===== config.mk =====
export PLATFORM = sky130hd
export DESIGN_NAME = ro_counter
export DESIGN_NICKNAME = d
export VERILOG_FILES = /design/src/rtl/ro_counter.sv
export SDC_FILE = /design/constraint.sdc
export NUM_CORES = 1
export LEC_CHECK = 0
export ABC_AREA = 1
export CAP_MARGIN = 20
export CORE_MARGIN = 3
export CORE_UTILIZATION = 40
export DETAILED_ROUTE_END_ITERATION = 8
export GPL_ROUTABILITY_DRIVEN = 0
export PLACE_DENSITY = 0.66
export RECOVER_POWER = 100
export SLEW_MARGIN = 20
export SYNTH_ARGS = -nofsm -noshare
export SYNTH_HDL_FRONTEND = slang
export SYNTH_SLANG_ARGS = --single-unit

===== constraint.sdc =====
create_clock -name clk -period 7.5 [get_ports clk]
set_input_delay 2.25 -clock clk [delete_from_list [all_inputs] [get_ports clk]]
set_output_delay 2.25 -clock clk [all_outputs]
set_load 0.1 [all_outputs]

===== src/rtl/ro_counter.sv =====
// Ring-oscillator measurement front end: enables and keys the RO, lets it settle, then counts
// synchronized RO rising edges over a gate window. Define RO_COUNTER_SWEEP_EN to sweep keys 0..3 per start.
module ro_counter #(
  parameter int unsigned GATE_W     = 16,
  parameter int unsigned CNT_W      = 16,
  parameter int unsigned SETTLE_CYC = 8
) (
  input  logic              clk,
  input  logic              rst,
  input  logic              start,
  input  logic [1:0]        key_in,
  input  logic [GATE_W-1:0] gate_cycles,
  input  logic              ro_out,
  output logic              ro_enable,
  output logic [1:0]        ro_key,
  output logic              busy,
  output logic [CNT_W-1:0]  count,
  output logic [1:0]        count_key,
  output logic              count_valid,
  output logic              sat,
  output logic              done
);

  localparam int unsigned SET_W = (SETTLE_CYC > 1) ? $clog2(SETTLE_CYC) : 1;
  localparam logic [CNT_W-1:0] CNT_MAX = {CNT_W{1'b1}};

  typedef enum logic [1:0] {
    IDLE   = 2'd0,
    SETTLE = 2'd1,
    GATE   = 2'd2,
    DONE   = 2'd3
  } state_e;

  state_e            state_q, state_d;
  logic [2:0]        sync_q;
  logic              edge_q;
  logic [SET_W-1:0]  settle_q, settle_d;
  logic [GATE_W-1:0] gate_len_q, gate_len_d;
  logic [GATE_W-1:0] gate_q, gate_d;
  logic [CNT_W-1:0]  cnt_q, cnt_d;
  logic              ovf_q, ovf_d;
  logic [1:0]        key_q, key_d;
  logic              ro_enable_q, ro_enable_d;
  logic              busy_q, busy_d;
  logic [CNT_W-1:0]  count_q, count_d;
  logic [1:0]        count_key_q, count_key_d;
  logic              count_valid_q, count_valid_d;
  logic              sat_q, sat_d;
  logic              done_q, done_d;
  logic              last_key;
  logic [1:0]        first_key;

`ifdef RO_COUNTER_SWEEP_EN
  logic unused_key_in;
  assign unused_key_in = ^key_in;
  assign first_key     = 2'd0;
  assign last_key      = (key_q == 2'd3);
`else
  assign first_key     = key_in;
  assign last_key      = 1'b1;
`endif

  // 2-FF synchronizer plus rising-edge detect; edge_q is the only consumer of ro_out
  always_ff @(posedge clk or posedge rst) begin
    if (rst) begin
      sync_q <= 3'b000;
      edge_q <= 1'b0;
    end else begin
      sync_q <= {sync_q[1:0], ro_out};
      edge_q <= sync_q[1] & ~sync_q[2];
    end
  end

  always_comb begin
    state_d     = state_q;
    settle_d    = settle_q;
    gate_len_d  = gate_len_q;
    gate_d      = gate_q;
    cnt_d       = cnt_q;
    ovf_d       = ovf_q;
    key_d       = key_q;
    count_d     = count_q;
    count_key_d = count_key_q;
    sat_d       = sat_q;

    case (state_q)
      IDLE: begin
        if (start) begin
          gate_len_d = gate_cycles;
          key_d      = first_key;
          settle_d   = '0;
          state_d    = SETTLE;
        end
      end
      SETTLE: begin
        if (settle_q == SET_W'(SETTLE_CYC - 1)) begin
          cnt_d   = '0;
          ovf_d   = 1'b0;
          gate_d  = gate_len_q;
          state_d = (gate_len_q == '0) ? DONE : GATE;
        end else begin
          settle_d = settle_q + SET_W'(1);
        end
      end
      GATE: begin
        if (edge_q) begin
          if (cnt_q == CNT_MAX) ovf_d = 1'b1;
          else                  cnt_d = cnt_q + CNT_W'(1);
        end
        gate_d = gate_q - GATE_W'(1);
        if (gate_q == GATE_W'(1)) state_d = DONE;
      end
      DONE: begin
        if (last_key) begin
          state_d = IDLE;
        end else begin
          // key changes on the same edge that re-enables the RO, never while it runs
          key_d    = key_q + 2'd1;
          settle_d = '0;
          state_d  = SETTLE;
        end
      end
      default: state_d = IDLE;
    endcase

    if (state_d == DONE) begin
      count_d     = cnt_d;
      sat_d       = ovf_d;
      count_key_d = key_q;
    end

    ro_enable_d   = (state_d == SETTLE) || (state_d == GATE);
    busy_d        = (state_d != IDLE);
    count_valid_d = (state_d == DONE);
    done_d        = (state_d == DONE) && last_key;
  end

  always_ff @(posedge clk or posedge rst) begin
    if (rst) begin
      state_q       <= IDLE;
      settle_q      <= '0;
      gate_len_q    <= '0;
      gate_q        <= '0;
      cnt_q         <= '0;
      ovf_q         <= 1'b0;
      key_q         <= 2'd0;
      ro_enable_q   <= 1'b0;
      busy_q        <= 1'b0;
      count_q       <= '0;
      count_key_q   <= 2'd0;
      count_valid_q <= 1'b0;
      sat_q         <= 1'b0;
      done_q        <= 1'b0;
    end else begin
      state_q       <= state_d;
      settle_q      <= settle_d;
      gate_len_q    <= gate_len_d;
      gate_q        <= gate_d;
      cnt_q         <= cnt_d;
      ovf_q         <= ovf_d;
      key_q         <= key_d;
      ro_enable_q   <= ro_enable_d;
      busy_q        <= busy_d;
      count_q       <= count_d;
      count_key_q   <= count_key_d;
      count_valid_q <= count_valid_d;
      sat_q         <= sat_d;
      done_q        <= done_d;
    end
  end

  assign ro_enable   = ro_enable_q;
  assign ro_key      = key_q;
  assign busy        = busy_q;
  assign count       = count_q;
  assign count_key   = count_key_q;
  assign count_valid = count_valid_q;
  assign sat         = sat_q;
  assign done        = done_q;

endmodule


==> results of run 1 <==
[critical path: stages]
cell and delay (ps):
dlygate4sd3_1 550, nor2_1 160, inv_1 100, o22ai_1 290, ha_1 680, inv_1 500, nand2_1 140, o21ai_0 80
[registers in the layout (all words and copies together), names as in the netlist]
signal      cells
edge_q          1
busy            1
ro_enable       1
gate_q         16
sat             1
cnt_q          16
ro_key          2
gate_len_q     16
done            1
count          16
ovf_q           1
settle_q        3
sync_q          3
state_q         2
count_key       2
[power by group through the flow]
stage / logic, W / clock network [W] / registers, W
after global placement: 0.0000958 / 0 / 0.000490
after CTS: 0.0000980 / 0.000363 / 0.000481
after detailed placement: 0.0000965 / 0 / 0.000490
after floorplan: 0.0000716 / 0 / 0.000484
after global routing: 0.000112 / 0.000382 / 0.000486
final: 0.0000967 / 0.000353 / 0.000482
[routing by layer]
layer	vias to the layer above	global-route usage
li1	1839	-
met1	1752	0.2072
met2	92	0.3030
met3	15	0.03817
met4	0	0.04720
met5	-	0
[placed cells by master, fill, tap and decap left out, types with 3 or more instances in the layout]
| cell type | instances |
|---|---|
| nor2_4 | 3 |
| inv_1 | 65 |
| ha_1 | 11 |
| clkinv_1 | 4 |
| nand2_1 | 175 |
| clkbuf_8 | 10 |
| and2_0 | 3 |
| nor2_2 | 4 |
| nand4_1 | 11 |
| clkdlybuf4s50_1 | 18 |
| dfrtp_1 | 82 |
| a21oi_1 | 17 |
| nand2_2 | 5 |
| nor3_1 | 3 |
| nand3_1 | 33 |
| o211ai_1 | 5 |
| dlygate4sd3_1 | 28 |
| nor4_1 | 3 |
| o22ai_1 | 6 |
| nor2_1 | 37 |
| o21ai_0 | 43 |
| clkbuf_1 | 3 |
[layout make-up]
type	instances	area, sq um
Fill cell	1019	5319
Sequential cell	82	2052
Multi-Input combinational cell	379	1862
Timing Repair Buffer	48	475.5
Inverter	72	271.5
Tap cell	136	170.2
Clock buffer	12	145.1
Clock inverter	4	75.07
[metrics by stage]
step | cells | util | area, sq um | power [W] | hold WS [ps]
after global routing | 733 | 0.4871 | 5051 | 0.0009797 | 398.7
final | 733 | 0.4871 | 5051 | 0.0009315 | 372.2
after CTS | 733 | 0.4881 | 5061 | 0.0009421 | 384.9
after floorplan | 550 | - | 4273 | 0.0005557 | 331.2
after detailed placement | 717 | 0.4668 | 4841 | 0.0005866 | 341.1
after global placement | 717 | 0.4668 | 4841 | 0.0005854 | 342.8
[Yosys cell counts]
| library cell | count |
|---|---|
| nand2_1 | 175 |
| nor2_2 | 5 |
| nor3_1 | 3 |
| nor2_4 | 3 |
| a21oi_1 | 17 |
| ha_1 | 11 |
| o21bai_1 | 1 |
| buf_2 | 3 |
| clkinv_1 | 4 |
| o22ai_1 | 6 |
| a32o_1 | 2 |
| nand3b_1 | 1 |
| nand2_2 | 5 |
| inv_1 | 66 |
| a22o_1 | 1 |
| o21ai_0 | 41 |
| nand4_1 | 11 |
| a221oi_1 | 1 |
| o21ai_1 | 2 |
| xor2_1 | 2 |
| and2_1 | 4 |
| buf_4 | 2 |
| o211ai_1 | 5 |
| nor2_1 | 36 |
| clkbuf_4 | 1 |
| nand2_4 | 2 |
| nand4_4 | 1 |
| dfrtp_1 | 82 |
| o31ai_1 | 1 |
| or2_0 | 1 |
| o21ai_2 | 3 |
| xnor2_1 | 1 |
| clkbuf_1 | 11 |
| nand3_1 | 33 |
| inv_2 | 2 |
| a211oi_1 | 2 |
| nor4_1 | 3 |
[worst paths after layout]
check / start / end / slack [ps]
min: sync_q[0]$_DFF_PP0_ / sync_q[1]$_DFF_PP0_ / 370
max in group asynchronous: rst / gate_q[13]$_DFFE_PP0P_ / 4400
min reg2reg: sync_q[0]$_DFF_PP0_ / sync_q[1]$_DFF_PP0_ / 370
min in group asynchronous: rst / gate_len_q[12]$_DFFE_PP0P_ / 2550
max: start / count[0]$_DFFE_PP0N_ / 2950
max reg2reg: state_q[0]$_DFF_PP0_ / gate_q[5]$_DFFE_PP0P_ / 3290
[logic make-up (layout without fill, tap and decap cells)]
family,count (synthesis),after routing,share of synthesized area
and+or+nand+nor,283,283,0.2899
DFF,82,82,0.4802
AOI/OAI and AO/OA,82,82,0.1098
adders and majority gates,11,11,0.03221
xor gates and xnor gates,3,3,0.006150
buffers and inverters,89,136,0.08170
==> results.md, run 1 <==
* Outcome: finished, violations left
* Failing checks: max-capacitance violations, max-slew violations
* Maxcap violations at 1
* DR WL met2 at 4.914 mm
* I/O pins at 47
* Worst-Skew Late Latency at 350 ps
* Antenna diode count at 0
* GRT Residual Overflow at 0
* Slew @ Worst Pin at 2227 ps
* YS warnings at 0
* Port buffer count at 46
* Root buffer selected by CTS: clkbuf_8
* Setup WS post-layout at 2953 ps
* Internal power at 0.0006956 W
* Hpwl dp at 6.715 mm
* Yosys reg bits at 82
* CTS tree: yes
* # Post-CTS Setup Buffers at 0
* Critical Path End Type: flop
* CTS Sinks at 82
* R2r worst-path depth at 8
* Crit path kind: in2reg
* Residual DRC at 0
* P&R area growth vs syn at 18.21%
* Number of buffers created by CTS at 9
* H-tree lvl count at 3
* Starting DRT DRC Count at 181
* Final worst-path cycle share at 0.6062
* Place WS at 2627 ps
* Clock power frac at 0.379
* Starting Density at 0.4120
* Worst-path fanout max at 20
* Vias post-DR at 3698
* Syn_nets at 583
* Slew headroom at -0.5001
* Global-route wire length before repair at 16.33 mm
* Die H at 109.4 um
* Worst endpoint data arrival time at 4760 ps
* RSZ-0062 raised after global routing: no
* Pwr/cell area at 184.4 mW/mm^2
* Final setup TNS at 0 ps
* Post-CTS sizing at 0
* Top sig layer: met4
* Sequential Power Share at 0.518
* Largest net degree at the start of global routing at 83
* Worst hold stages at 0
* Sw frac at 0.2532
* Yosys top cell area share at 0.4802
* Die area at 0.01196 sq mm
* Netlist cell types at 37
* Row cnt at 37
* Final ANT Viol Nets at 0
* Total Routing Usage GR at 0.1704
* Period minus WS final at 4547 ps
* Clock skew at 8.952 ps
* Post-synthesis sequential area ratio at 0.4802
* Vias in the first global route at 3658
* Area contributors post-synth: dfrtp_1 (48%), nand2_1 (15%), inv_1 (5.8%), o21ai_0 (4.8%), nand3_1 (3.9%)
* Syn avg cell area at 7.769 sq um
* Clock slew at reported path FFs at 80 ps
* Met3 wire length at 381 um
* Critical path required time at 7710 ps
* Detailed Routing Iterations Pass 1 at 5
* Initial antenna violation count at 0
* Synthesized cell area at 0.004273 sq mm
* Comb pwr share at 0.104
* Core area at 0.01037 sq mm
* DIE WIDTH at 109.4 um
* Final count of hold timing violations at 0
* Hold_buf cts at 0
* Post-Synthesis Cells at 550
* CP Launch Type: input port
* Synth area leader: dfrtp_1
* WL met1 at 4.058 mm
* Fmax at 219.9 MHz
* Final Setup Violations at 0
* Detailed Route WL at 9.476 mm
* Final #Nets at 625
* Via-to-Cell Ratio at 5.045
* Hold WC Path Type: reg2reg
* Final Max Slew Viols at 23
* P_sw at 0.0002359 W
* CTS Buffer Depth at 2
* Wire per inst at 12.93 um
* VDD IR-drop max at 0.1120 mV
* Proportion of layout cells with a drive suffix above 1 at 0.05695
* Leakage power at 2.522 nW
No activity file was read; power rests on OpenSTA's default activity.
==> run 2: changes to the inputs <==
==> constraint.sdc (replaced) <==
create_clock -name clk -period 4.26 [get_ports clk]
set_input_delay 1.278 -clock clk [delete_from_list [all_inputs] [get_ports clk]]
set_output_delay 1.278 -clock clk [all_outputs]
set_load 0.1 [all_outputs]
==> run 2 against run 1 <==
Compared with the run above: the run still ends with max-capacitance violations, max-slew violations left; wire length fell by 0.42%; global-route usage fell by 0.12 points; total power rose by 69%; sequential power rose by 76%; sequential share of layout area rose by 0.20 points; worst hold slack got worse by 20 ps; non-clock buffer count rose by 3; flip-flop and latch count did not move; final cell count rose by 0.41%; clock skew rose by 3.3 ps; first-iteration DRC count rose by 19%; register-to-register slack got worse by 2100 ps; largest cell class unchanged; highest routed layer unchanged.
==> results.md, run 2 (same netlist as run 1, synthesis figures left out) <==
* Worst-path fanout max at 20 (unchanged)
* Overall power at 0.001572 W (was 0.0009315 W)
* Hold_buf cts at 0 (unchanged)
* Number of buffers created by CTS at 9 (unchanged)
* Total Routing Usage GR at 0.1691 (was 0.1704)
* Hpwl dp at 6.831 mm (was 6.715 mm)
* CTS Buffer Depth at 2 (unchanged)
* Largest net degree at the start of global routing at 49 (was 83)
* Failing checks: max-capacitance violations, max-slew violations (unchanged)
* Slew @ Worst Pin at 1563 ps (was 2227 ps)
* Final Setup Violations at 0 (unchanged)
* Sw frac at 0.2696 (was 0.2532)
* Maxcap violations at 1 (unchanged)
* Most common cell after layout, fill and taps aside: nand2_1 (unchanged)
* Final setup TNS at 0 ps (unchanged)
* Detailed Route WL at 9.436 mm (was 9.476 mm)
* Leakage power at 2.499 nW (was 2.522 nW)
* P_sw at 0.0004238 W (was 0.0002359 W)
* Detailed Routing Iterations Pass 1 at 4 (was 5)
* Final count of hold timing violations at 0 (unchanged)
* Root buffer selected by CTS: clkbuf_8 (unchanged)
* Via-to-Cell Ratio at 4.973 (was 5.045)
* Placed Area at 0.004876 sq mm (was 0.004841 sq mm)
* Critical path required time at 4480 ps (was 7710 ps)
* Reg2reg end: count[0]$_DFFE_PP0N_ (was gate_q[5]$_DFFE_PP0P_)
* Wire per inst at 12.82 um (was 12.93 um)
* GRT Residual Overflow at 0 (unchanged)
* Internal power at 0.001148 W (was 0.0006956 W)
* Hold WC Path Type: reg2reg (unchanged)
* # Post-CTS Setup Buffers at 0 (unchanged)
* Hold Crit Start: sync_q[0]$_DFF_PP0_ (unchanged)
* Starting Density at 0.4120 (unchanged)
* Critical Path End Type: flop (unchanged)
* Final #Nets at 628 (was 625)
* I/O pins at 47 (unchanged)
* H-tree lvl count at 3 (unchanged)
* Final ANT Viol Nets at 0 (unchanged)
* R2r worst-path depth at 12 (was 8)
* Die H at 109.4 um (unchanged)
* VDD IR-drop max at 0.2034 mV (was 0.1120 mV)
* CP max stage delay at 550 ps (was 680 ps)
* Slowest-stage cell, CP: dlygate4sd3_1 (was ha_1)
* Worst hold stages at 0 (unchanged)
* Die area at 0.01196 sq mm (unchanged)
* Worst endpoint data arrival time at 3560 ps (was 4760 ps)
* Fmax at 299.0 MHz
* Row cnt at 37 (unchanged)
* Period minus WS final at 3345 ps
* Clock power frac at 0.356 (was 0.379)
* Comb pwr share at 0.104 (about the same)
* Proportion of layout cells with a drive suffix above 1 at 0.05667 (was 0.05695)
* Pwr/cell area at 312.8 mW/mm^2 (was 184.4 mW/mm^2)
* CP cell instances: dlygate4sd3_1, nor2_1, inv_1, o21ai_0, inv_1, ha_1, buf_4, inv_1, o21ai_0 (was dlygate4sd3_1, nor2_1, inv_1, o22ai_1, ha_1, inv_1, nand2_1, o21ai_0)
* R2r startpoint: state_q[0]$_DFF_PP0_ (unchanged)
* Crit path kind: in2reg (unchanged)
* Clock slew at reported path FFs at 80 ps (about the same)
* Sequential Power Share at 0.540 (was 0.518)
* Worst-Skew Late Latency at 360 ps (was 350 ps)
* R2R Setup Slk at 1220 ps (was 3290 ps)
* Final Max Slew Viols at 35 (was 23)
* Hold EP: sync_q[1]$_DFF_PP0_ (unchanged)
* RSZ-0062 raised after global routing: no (unchanged)
* Antenna diode count at 0 (unchanged)
* Post-CTS sizing at 0 (unchanged)
* Global-route wire length before repair at 16.09 mm (was 16.33 mm)
* Slew headroom at -0.04740 (was -0.5001)
* Outcome: finished, violations left (unchanged)
* Core area at 0.01037 sq mm (unchanged)
* Initial antenna violation count at 0 (unchanged)
* DIE WIDTH at 109.4 um (unchanged)
* Vias in the first global route at 3550 (was 3658)
* Clock skew at 12.24 ps (was 8.952 ps)
* Most used cell along the critical path: inv_1 (unchanged)
* Starting DRT DRC Count at 215 (was 181)
* Vias post-DR at 3660 (was 3698)
* Post-route cell area at 0.005026 sq mm (was 0.005051 sq mm)
* Commonest cells after routing, fill and taps aside: nand2_1 (176), dfrtp_1 (82), inv_1 (66) (was nand2_1 (175), dfrtp_1 (82), inv_1 (65))
* Residual DRC at 0 (unchanged)
* P&R area growth vs syn at 17.63% (was 18.21%)
* CTS tree: yes (unchanged)
* CTS Sinks at 82 (unchanged)
* CP Launch Type: input port (unchanged)
* Final worst-path cycle share at 0.7851
* Port buffer count at 46 (unchanged)
## run 2: changes by cell type in the layout (fill, tap and decap cells not counted), moves of 2 or more
| cell | delta |
|---|---|
| clkinvlp_4 | +3 |
| and2_0 | -2 |
| and2_1 | +2 |
| buf_4 | +2 |
## run 2: layer usage
layer  global-route usage  vias up  wire length [um]
li1                     -     1846                 -
met1               0.2126     1730              4093
met2               0.2934       73              4831
met3              0.03699       11               403
met4              0.04720        0               107
met5                    0        -                 0
## run 2: power by group through the flow
stage / combinational [W] / clock [W] / sequential, W
6_report: 0.000164 / 0.000560 / 0.000848
5_1_grt: 0.000190 / 0.000612 / 0.000853
4_1_cts: 0.000174 / 0.000577 / 0.000848
3_5_place_dp: 0.000172 / 0 / 0.000863
3_3_place_gp: 0.000170 / 0 / 0.000862
2_1_floorplan: 0.000126 / 0 / 0.000852
## run 2: area by class of cell
| class | instances | area, sq um |
|---|---|---|
| Timing Repair Buffer | 51 | 503.0 |
| Multi-Input combinational cell | 379 | 1834 |
| Tap cell | 136 | 170.2 |
| Clock inverter | 6 | 67.56 |
| Inverter | 72 | 271.5 |
| Fill cell | 1049 | 5344 |
| Clock buffer | 10 | 127.6 |
| Sequential cell | 82 | 2052 |
## run 2: critical path, delay by kind of cell
family / cells / cell delay [ps]
simple gates: 1 / 180
compound gates: 2 / 410
buf+inv: 5 / 1480
fa+ha+maj: 1 / 210
## run 2: worst max-delay path by stage
stage | end | from | depth (start not counted)
global route | count[0]$_DFFE_PP0N_ | start | 9
floorplan | busy$_DFF_PP0_ | rst | 1
CTS | count[0]$_DFFE_PP0N_ | start | 9
detailed placement | count[0]$_DFFE_PP0N_ | start | 9
finish | count[0]$_DFFE_PP0N_ | start | 9
global placement | count[0]$_DFFE_PP0N_ | start | 9
## run 2: stage by stage
stage          std cells    util  worst slack [ps]  hold WS (ps)
3_3_place_gp         720  0.4702             792.1         340.5
4_1_cts              736  0.4890              1067         346.4
5_1_grt              736  0.4847             710.4         351.5
6_report             736  0.4847             915.3         352.5
3_5_place_dp         720  0.4702             676.8         336.5
2_1_floorplan        550       -             873.6         331.2
==> run 3: changes to the inputs <==
--- a/config.mk
+++ b/config.mk
@@ -11,7 +11,7 @@
 export CORE_UTILIZATION = 40
 export DETAILED_ROUTE_END_ITERATION = 8
 export GPL_ROUTABILITY_DRIVEN = 0
-export PLACE_DENSITY = 0.66
+export PLACE_DENSITY = 0.68
 export RECOVER_POWER = 100
 export SLEW_MARGIN = 20
 export SYNTH_ARGS = -nofsm -noshare
==> constraint.sdc (replaced) <==
create_clock -name clk -period 2.8 [get_ports clk]
set_input_delay 0.84 -clock clk [delete_from_list [all_inputs] [get_ports clk]]
set_output_delay 0.84 -clock clk [all_outputs]
set_load 0.1 [all_outputs]
==> run 3 against run 2 <==
Compared with the run above: flip-flop and latch count unchanged; clock power is 38% higher; sequential power is 52% higher; final cell count up 0.41%; worst setup slack worse by 660 ps; critical endpoint unchanged; the flow now finishes without violations.
==> results.md, run 3 (same netlist as run 1, synthesis figures left out) <==
* CTS Sinks at 82 (unchanged)
* Detailed Route WL at 9.641 mm (was 9.436 mm)
* Critical Path End Type: flop (unchanged)
* Proportion of layout cells with a drive suffix above 1 at 0.07297 (was 0.05667)
* Total Routing Usage GR at 0.1752 (was 0.1691)
* Final ANT Viol Nets at 0 (unchanged)
* Worst endpoint data arrival time at 2780 ps (was 3560 ps)
* Reg2reg end: count[0]$_DFFE_PP0N_ (unchanged)
* Global-route wire length before repair at 16.57 mm (was 16.09 mm)
* Worst-Skew Late Latency at 360 ps (about the same)
* Met3 Usage GRT at 0.05755 (was 0.03699)
* Final setup TNS at 0 ps (unchanged)
* Post-route cell area at 0.004871 sq mm (was 0.005026 sq mm)
* Maxcap violations at 0 (was 1)
* Fmax at 393.4 MHz
* Period minus WS final at 2542 ps
* Final #Nets at 631 (was 628)
* Vias post-DR at 3714 (was 3660)
* Overall power at 0.002314 W (was 0.001572 W)
* Fin cells at 739 (was 736)
* Antenna diode count at 0 (unchanged)
* P&R area growth vs syn at 14.00% (was 17.63%)
* Detailed Routing Iterations Pass 1 at 4 (unchanged)
* Number of buffers created by CTS at 9 (unchanged)
* H-tree lvl count at 3 (unchanged)
* Final worst-path cycle share at 0.9078
* Most common cell after layout, fill and taps aside: nand2_1 (unchanged)
* Met2 GRT Util at 0.2956 (was 0.2934)
* R2r startpoint: state_q[0]$_DFF_PP0_ (unchanged)
* Final Setup Violations at 0 (unchanged)
* Commonest cells after routing, fill and taps aside: nand2_1 (176), dfrtp_1 (82), inv_1 (66) (unchanged)
* Vias in the first global route at 3646 (was 3550)
* Residual DRC at 0 (unchanged)
* Post-CTS sizing at 0 (unchanged)
* Met1 usage at 0.2100 (was 0.2126)
* Worst-path fanout max at 26 (was 20)
* DIE WIDTH at 109.4 um (unchanged)
* Place WS at 149.3 ps (was 676.8 ps)
* Largest net degree at the start of global routing at 83 (was 49)
* Row cnt at 37 (unchanged)
* Slew headroom at 0.2061 (was -0.04740)
* Hold_buf cts at 0 (unchanged)
* GRT Residual Overflow at 0 (unchanged)
* Final Max Slew Viols at 0 (was 35)
* RSZ-0062 raised after global routing: no (unchanged)
* # Post-CTS Setup Buffers at 0 (unchanged)
* Via-to-Cell Ratio at 5.026 (was 4.973)
* Root buffer selected by CTS: clkbuf_8 (unchanged)
* CTS tree: yes (unchanged)
* VDD IR-drop max at 0.3343 mV (was 0.2034 mV)
* R2R Setup Slk at 260 ps (was 1220 ps)
* Outcome: finished, final reports clean (was finished, violations left)
* Hold EP: sync_q[1]$_DFF_PP0_ (unchanged)
* Busiest grt layer: met2 (unchanged)
* Starting Density at 0.4120 (unchanged)
* Placed Area at 0.004851 sq mm (was 0.004876 sq mm)
* R2r worst-path depth at 9 (was 12)
* Starting DRT DRC Count at 217 (was 215)
* Setup WS post-layout at 258.2 ps (was 915.3 ps)
* Die area at 0.01196 sq mm (unchanged)
* CTS Buffer Depth at 2 (unchanged)
* I/O pins at 47 (unchanged)
* Placed cells at 723 (was 720)
* Port buffer count at 46 (unchanged)
* Crit path kind: reg2reg (was in2reg)
* Hold WC Path Type: reg2reg (unchanged)
* CP Launch Type: flop (was input port)
* Critical path required time at 3040 ps (was 4480 ps)
* Slew @ Worst Pin at 1196 ps (was 1563 ps)
* Worst hold stages at 0 (unchanged)
* Hold Crit Start: sync_q[0]$_DFF_PP0_ (unchanged)
* Clock slew at reported path FFs at 80 ps (about the same)
* Wire per inst at 13.05 um (was 12.82 um)
* Core area at 0.01037 sq mm (unchanged)
* Initial antenna violation count at 0 (unchanged)
* Hpwl dp at 6.859 mm (was 6.831 mm)
* Final count of hold timing violations at 0 (unchanged)
* Pwr/cell area at 475.1 mW/mm^2 (was 312.8 mW/mm^2)
* Leakage power at 2.394 nW (was 2.499 nW)
* Clock skew at 7.728 ps (was 12.24 ps)
* Die H at 109.4 um (unchanged)
[run 3: cell types whose count changed in the layout (fill, tap and decap cells not counted), sizes merged]
cell,before,now
clkinvlp,6,3
buf,3,2
clkbuf,12,42
bufinv,1,0
clkinv,4,7
dlygate4sd3,28,3
[run 3: worst max-delay path: stages, from the launching register on]
cell and delay [ps]:
dfrtp_1 420, inv_1 90, ha_1 340, clkbuf_2 400
a211oi_1 370, o22ai_1 140, ha_1 210, inv_1 50
clkbuf_4 270, o21ai_0 120
[run 3: layer usage]
layer / up-vias / wire length (um)
met2: 82 / 4957
met4: 0 / 115
met5: - / 0
met3: 10 / 454
met1: 1767 / 4113
li1: 1855 / -
[run 3: worst max-delay path by stage]
stage,end,slack (ps),startpoint,depth (start not counted)
6_report,count[0]$_DFFE_PP0N_,260,state_q[0]$_DFF_PP0_,9
5_1_grt,count[0]$_DFFE_PP0N_,30,state_q[0]$_DFF_PP0_,10
4_1_cts,count[1]$_DFFE_PP0N_,220,state_q[1]$_DFF_PP0_,14
3_5_place_dp,count[1]$_DFFE_PP0N_,150,start,9
3_3_place_gp,count[0]$_DFFE_PP0N_,300,start,9
2_1_floorplan,count[0]$_DFFE_PP0N_,340,settle_q[0]$_DFFE_PP0P_,15
[run 3: final cells by class]
type,instances,area (sq um)
fill,1089,5499
timing repair buffer,54,359.1
inverter,72,274.0
sequential,82,2052
multi-input combinational,379,1844
clock buffer,11,141.4
tap,136,170.2
clock inverter,5,30.03
[run 3: where the power goes]
part | internal [W] | leakage (nW) | total, W | switching [W]
sequential | 0.00123 | 0.986 | 0.00129 | 0.0000599
combinational | 0.000100 | 1.32 | 0.000250 | 0.000150
clock | 0.000342 | 0.0851 | 0.000771 | 0.000429
[run 3: metrics by stage]
step / util / hold WS (ps)
2_1_floorplan: - / 331.2
3_3_place_gp: 0.4678 / 342.4
3_5_place_dp: 0.4678 / 353.7
4_1_cts: 0.4843 / 373.0
5_1_grt: 0.4697 / 373.1
6_report: 0.4697 / 365.1
